`config.mk`:
```
export PLATFORM = sky130hd
export DESIGN_NAME = fetch_stage
export DESIGN_NICKNAME = d
export VERILOG_FILES = /design/src/rtl/fetch_stage.sv
export SDC_FILE = /design/constraint.sdc
export NUM_CORES = 1
export LEC_CHECK = 0
export ABC_AREA = 1
export BUFFER_PORTS_ARGS = -buffer_cell sky130_fd_sc_hd__buf_2
export CAP_MARGIN = 10
export CORE_ASPECT_RATIO = 0.75
export CORE_MARGIN = 3
export CORE_UTILIZATION = 48
export DETAILED_ROUTE_END_ITERATION = 8
export PLACE_DENSITY = 0.8
export SLEW_MARGIN = 0
export SYNTH_ARGS = -nofsm -noshare
export SYNTH_HDL_FRONTEND = slang
export SYNTH_SLANG_ARGS = --single-unit
export TNS_END_PERCENT = 5
```
`constraint.sdc`:
```
create_clock -name clk -period 2 [get_ports clk]
set_clock_uncertainty 0.15 [all_clocks]
set_input_delay 0.2 -clock clk [delete_from_list [all_inputs] [get_ports clk]]
set_output_delay 0.2 -clock clk [all_outputs]
set_load 0.02 [all_outputs]
```
`src/rtl/fetch_stage.sv`:
```
// -----------------------------------------------------------------------------
// fetch_stage
// Instruction-fetch stage of the pipelined RV32I core. Owns the program
// counter, presents the word address to the instruction memory and captures
// the returned instruction together with its PC in the IF/ID register.
//
// Per-edge priority: reset > halted > redirect > stall > flush > normal.
//
// Optional feature macro: FETCH_HALT_EN
//   Defined     - fetch stops (halted=1, PC frozen, bubbles issued) on a
//                 normal-capture edge whose PC word index is >= IMEM_DEPTH or
//                 whose fetched word is all zeros. Only reset clears it.
//   Not defined - halted is constant 0 and every word is captured.
// -----------------------------------------------------------------------------
module fetch_stage #(
  parameter logic [31:0] RESET_PC   = 32'h0000_0000,
  parameter int unsigned IMEM_DEPTH = 32'd18
) (
  input  logic        clk,
  input  logic        reset,
  input  logic        stall,
  input  logic        flush,
  input  logic        redirect,
  input  logic [31:0] redirect_target,
  output logic [31:0] imem_addr,
  input  logic [31:0] imem_instr,
  output logic [31:0] if_pc,
  output logic [31:0] id_pc,
  output logic [31:0] id_instr,
  output logic        id_valid,
  output logic        halted
);

  // addi x0,x0,0 -- the instruction carried by a pipeline bubble
  localparam logic [31:0] NOP_INSTR = 32'h0000_0013;

  logic [31:0] pc_q;
  logic [31:0] pc_d;
  logic [31:0] id_pc_q;
  logic [31:0] id_pc_d;
  logic [31:0] id_instr_q;
  logic [31:0] id_instr_d;
  logic        id_valid_q;
  logic        id_valid_d;
  logic        halted_q;
  logic        halted_d;
  logic        halt_hit_s;

`ifdef FETCH_HALT_EN
  // Detect the end of the program: PC past the memory or an all-zero word.
  always_comb begin
    halt_hit_s = 1'b0;
    if (({2'b00, pc_q[31:2]} >= IMEM_DEPTH) || (imem_instr == 32'h0000_0000)) begin
      halt_hit_s = 1'b1;
    end else begin
      halt_hit_s = 1'b0;
    end
  end
`else
  // Without the halt feature fetch never stops on its own.
  assign halt_hit_s = 1'b0;
`endif

  // Next-state selection for the PC, the IF/ID register and the halt flag.
  always_comb begin
    pc_d       = pc_q;
    id_pc_d    = id_pc_q;
    id_instr_d = id_instr_q;
    id_valid_d = id_valid_q;
    halted_d   = halted_q;

    if (halted_q) begin
      // Frozen: everything holds until reset.
      pc_d       = pc_q;
      id_pc_d    = id_pc_q;
      id_instr_d = id_instr_q;
      id_valid_d = id_valid_q;
    end else if (redirect) begin
      // Wins over stall: whatever is stalled lies on the wrong path.
      pc_d       = redirect_target & 32'hFFFF_FFFC;
      id_pc_d    = 32'h0000_0000;
      id_instr_d = NOP_INSTR;
      id_valid_d = 1'b0;
    end else if (stall) begin
      pc_d = pc_q;
      if (flush) begin
        id_pc_d    = 32'h0000_0000;
        id_instr_d = NOP_INSTR;
        id_valid_d = 1'b0;
      end else begin
        id_pc_d    = id_pc_q;
        id_instr_d = id_instr_q;
        id_valid_d = id_valid_q;
      end
    end else if (flush) begin
      pc_d       = pc_q + 32'd4;
      id_pc_d    = 32'h0000_0000;
      id_instr_d = NOP_INSTR;
      id_valid_d = 1'b0;
    end else if (halt_hit_s) begin
      // Do not capture the offending word; park the PC on it.
      pc_d       = pc_q;
      id_pc_d    = 32'h0000_0000;
      id_instr_d = NOP_INSTR;
      id_valid_d = 1'b0;
      halted_d   = 1'b1;
    end else begin
      // Normal capture; PC wraps modulo 2^32.
      pc_d       = pc_q + 32'd4;
      id_pc_d    = pc_q;
      id_instr_d = imem_instr;
      id_valid_d = 1'b1;
    end
  end

  // State registers with synchronous active-high reset.
  always_ff @(posedge clk) begin
    if (reset) begin
      pc_q       <= RESET_PC;
      id_pc_q    <= 32'h0000_0000;
      id_instr_q <= NOP_INSTR;
      id_valid_q <= 1'b0;
      halted_q   <= 1'b0;
    end else begin
      pc_q       <= pc_d;
      id_pc_q    <= id_pc_d;
      id_instr_q <= id_instr_d;
      id_valid_q <= id_valid_d;
      halted_q   <= halted_d;
    end
  end

  // The memory address depends only on the PC register, never on the controls.
  assign imem_addr = {2'b00, pc_q[31:2]};
  assign if_pc     = pc_q;
  assign id_pc     = id_pc_q;
  assign id_instr  = id_instr_q;
  assign id_valid  = id_valid_q;
  assign halted    = halted_q;

endmodule

```
Word-level counts from Yosys, hierarchy flattened
Cells that the tools add are included.
{"block": "totals", "reg_bits": 98, "input_bits": 69, "out_inout_bits": 130, "wordCells": 26}
{"block": "classes", "add_sub_neg": 1, "eq_ne": 2, "n_mux": 15, "bitwise": 1, "reduce_logical": 2}
{"operator": "32-bit two-way mux", "n": 10}
{"operator": "32-bit by 3-bit adder with 32-bit output (second input constant)", "n": 1}
{"operator": "1-bit two-way mux", "n": 5}
{"operator": "2-bit AND reduction", "n": 2}
{"operator": "3-bit by 1-bit inequality test with 1-bit output (second input constant)", "n": 1}
{"operator": "2-bit by 1-bit inequality test with 1-bit output (second input constant)", "n": 1}
{"operator": "1-bit inverter", "n": 1}

Logic depth before layout (Yosys ltp)
{"block": "depth", "ltp_word": 3, "mapped_depth": 9, "ltp_nobuf": 9}

Least setup slack after synthesis
Ideal clock, no wire load.
{"block": "synth_path", "path_kind": "register to register", "from": "register pc_q[3], in the netlist if_pc[3]", "to": "register pc_q[24], in the netlist if_pc[24]", "setup_ns": 0.132, "t_arrival_ns": 1.398, "required_time_ns": 1.718, "setup_slack_ns": 0.319, "stages_incl_launch_ff": 9, "path_buffers": 0, "period_less_slack_ns": 1.681, "cell_sequence": "dfxtp_1 ha_1 nand2_2 nor2_4 nand2_1 nor2_2 nand3_1 nand3_1 a21oi_1"}
{"block": "synth_via", "elab_chain_cells": 3}
{"item": "from (decl)", "line": "37", "source": "logic [31:0] pc_q;"}
{"item": "from (signal assigned)", "line": "125", "source": "pc_q <= pc_d;"}
{"item": "32-bit by 3-bit adder with 32-bit output", "line": "96, 109"}
{"item": "32-bit two-way mux", "line": "84", "source": "end else if (stall) begin"}
{"item": "32-bit two-way mux", "line": "78", "source": "end else if (redirect) begin"}
Every way passes these cells. The select of a mux whose other input is x is not followed.
A chain may end at the register's enable or synchronous reset.

Final worst setup path
{"block": "layout_path", "from": "register pc_q[4], in the netlist if_pc[4]", "to": "register pc_q[28], in the netlist if_pc[28]"}
Same word-level chain as after synthesis.

==> results.yml <==
pwr:
  ir_worst_vdd_uv: 516
  leakagePower_nw: 2.79
  p_per_area_nw_per_um2: 677
drt:
  dr.pass1.iters: 5
  drtAntennaViolNets: 0
  routedWlPerCell_um: 14.8
  drc: 0
  routed_wl_mm: 14.8
  viasPerCell: 5.29
  dr_total_vias: 5316
  drt_iter0_drc: 360
place:
  dp_hpwl_mm: 10.3
  port-buffer-count: 191
  gp_congestion: 0.901
run_status:
  run_status: "finished, final reports clean"
synthesis:
  yosysUniqueCellTypes: 25
  synth_top_area_cell: "dfxtp_1"
  synth_area_sq_um: 4770
  netlist_instances: 694
  yosys_most_used_dff: "dfxtp_1"
  async_flop_share_pct: 0
  synth_top_area_share_pct: 39.4
  synth_edf_count: 0
  synth_most_common_cell: "nand3_1"
  syn_area_per_cell_sq_um: 6.87
  yosysWarnings: 0
  synth_area_leaders: "dfxtp_1 (39%), nand3_1 (16%), nand2_1 (9.5%)"
  yosys_register_bits: 94
  ys_seq_area_share_pct: 39.4
  synthTopCellsByCount: "nand3_1 (157), nand2_1 (121), dfxtp_1 (94), a21oi_1 (83), inv_1 (57)"
floorplan:
  core_area_sq_um: 9350
  die-width_um: 121
  dieArea_sq_um: 11200
  start_util_pct: 51.0
  die_y_um: 92.3
  rows: 30
  ioPinCount: 199
worst_setup_path:
  cp_max_fo: 9
  cp.required_ns: 2.11
  crit_type: "flip-flop to flip-flop"
  cpPeakStageDelay_ns: 0.53
  startpoint_type: "flip-flop"
  crit_top_cell: "nand2_1"
  crit_chain: "nand3_1, nor2_1, nand2_1, inv_1, nand2_1, nand2_1, nand3_1, a21oi_1"
  cp.arrival_ns: 1.85
  endpoint_kind: "flip-flop"
  critical-path-slowest-cell: "dfxtp_1"
cells_and_area:
  syn2layout_area_growth_pct: 31.5
  diodes: 0
  layout.nets: 941
  drive_gt1_share_pct: 27.3
cts:
  cts_tree: "done"
  htree_levels: 3
  clk_root_buffer_cell: "clkbuf_16"
  postCtsSetupBuffers: 0
  clock-sinks: 94
  cts_buffers: 9
  clockBufferDepth: 2
  clk_pin_slew_ns: 0.06
  clk_latency_ns: 0.34
sta:
  max_freq_ghz: 0.577
  setup_violations: 0
  finalSetupTns_ns: 0
  slew_headroom_pct: 65.2
  finalHoldViolCount: 0
  rsz0062_at_grt: "false"
  period_needed_ns: 1.73
  finalMaxSlewViolations: 0
  whs_ns: 0.00967
  worst_pin_slew_ns: 0.520
  fin_crit_sh_pct: 86.7
global_route:
  gr-usage-all-layers_pct: 26.3
  grt_max_degree: 61
  grt.overflow.total: 0
  antenna_found_initial: 0
  grt_pass1_vias: 5021
  grt_pass1_wl_mm: 24.1
hold_path:
  hp-class: "primary input to flip-flop"
run:
  drv_cap: 0
## area by class of cell
class | count | area (sq um)
fill | 827 | 3070
multi-input combinational | 466 | 2220
sequential | 94 | 1880
timing repair buffer | 242 | 1530
clock buffer | 12 | 246
inverter | 58 | 219
tap | 128 | 160
clock inverter | 4 | 22.5
## what timing repair did
| item | 4_1_cts | 5_1_grt |
|---|---|---|
| gates resized for setup | 0 | 0 |
| hold buffers | 35 | 0 |
| hold endpoints to repair | 35 | 0 |
## cells in the final DEF, fill, tap and decap left out, types with 2 or more instances in the layout
cell type / synthesis / layout
buf_4: 42 / 8
or2_2: 3 / 3
and2_1: 2 / 2
nor2_4: 5 / 5
dlygate4sd3_1: 0 / 35
nor2_2: 5 / 5
buf_2: 10 / 191
buf_12: 0 / 8
dfxtp_1: 94 / 94
o22ai_1: 3 / 3
xnor2_1: 2 / 2
clkinv_2: 0 / 4
nand2_2: 2 / 2
a31oi_1: 6 / 6
nand3_1: 157 / 157
o21ai_0: 33 / 33
clkbuf_16: 0 / 9
nand2_1: 121 / 121
a21oi_1: 83 / 83
nor2_1: 35 / 35
conb_1: 1 / 5
inv_1: 57 / 56
clkbuf_1: 18 / 2
## routing by layer
metal	part of all wire [%]	global-route usage (%)
met1	42	34.1
met2	47	42.8
met3	8.7	6.90
met5	0	0
met4	2.1	8.87
## report_power, final
group	internal, mW	total [mW]	leakage [nW]	switching, mW
sequential	1.93	2.00	0.765	0.0752
clock	0.871	1.58	0.132	0.706
combinational	0.258	0.665	1.89	0.408
## worst max-delay path, delay by kind of cell, from the launching register on
family | cells | cell delay (ns)
compound gates | 1 | 0.14
buf+inv | 1 | 0.20
flops | 1 | 0.53
simple gates | 6 | 0.63
## cells by family (layout without fill, tap and decap cells)
family | count (synthesis) | count (layout) | share of synthesized area, %
adders and majority gates | 1 | 1 | 0.262
DFF | 94 | 94 | 39.4
buffers and inverters | 138 | 316 | 14.4
other | 1 | 5 | 0.0786
AOI/OAI and AO/OA | 126 | 126 | 13.5
and+or+nand+nor | 331 | 331 | 31.7
xor gates and xnor gates | 3 | 3 | 0.551
## state kept, by name, summed over array words and instances (netlist names)
register  cells
id_instr     32
id_pc        31
if_pc        30
id_valid      1
## worst paths after layout
kind	start	end	slack [ns]	depth (start not counted)
setup reg to reg	if_pc[4]$_SDFFE_PP0N_	if_pc[28]$_SDFFE_PP0N_	0.27	8
hold / removal	redirect_target[3]	if_pc[3]$_SDFFE_PP0N_	0.01	5
setup / recovery	if_pc[4]$_SDFFE_PP0N_	if_pc[28]$_SDFFE_PP0N_	0.27	8
hold reg to reg	id_pc[1]$_SDFFE_PP0P_	id_pc[1]$_SDFFE_PP0P_	0.31	2
## through the flow
stage | instance area [sq um] | worst slack, ns | util (%) | instances | total power, mW
global route | 6270 | 0.136 | 67.1 | 1004 | 4.42
CTS | 6270 | 0.331 | 67.1 | 1004 | 4.26
floorplan | 4790 | 0.319 | - | 698 | 2.44
detailed placement | 5650 | 0.177 | 60.5 | 953 | 2.65
global placement | 5650 | 0.209 | 60.5 | 953 | 2.63
finish | 6270 | 0.266 | 67.1 | 1004 | 4.24
Note: power is estimated with default switching activity, not from simulation.
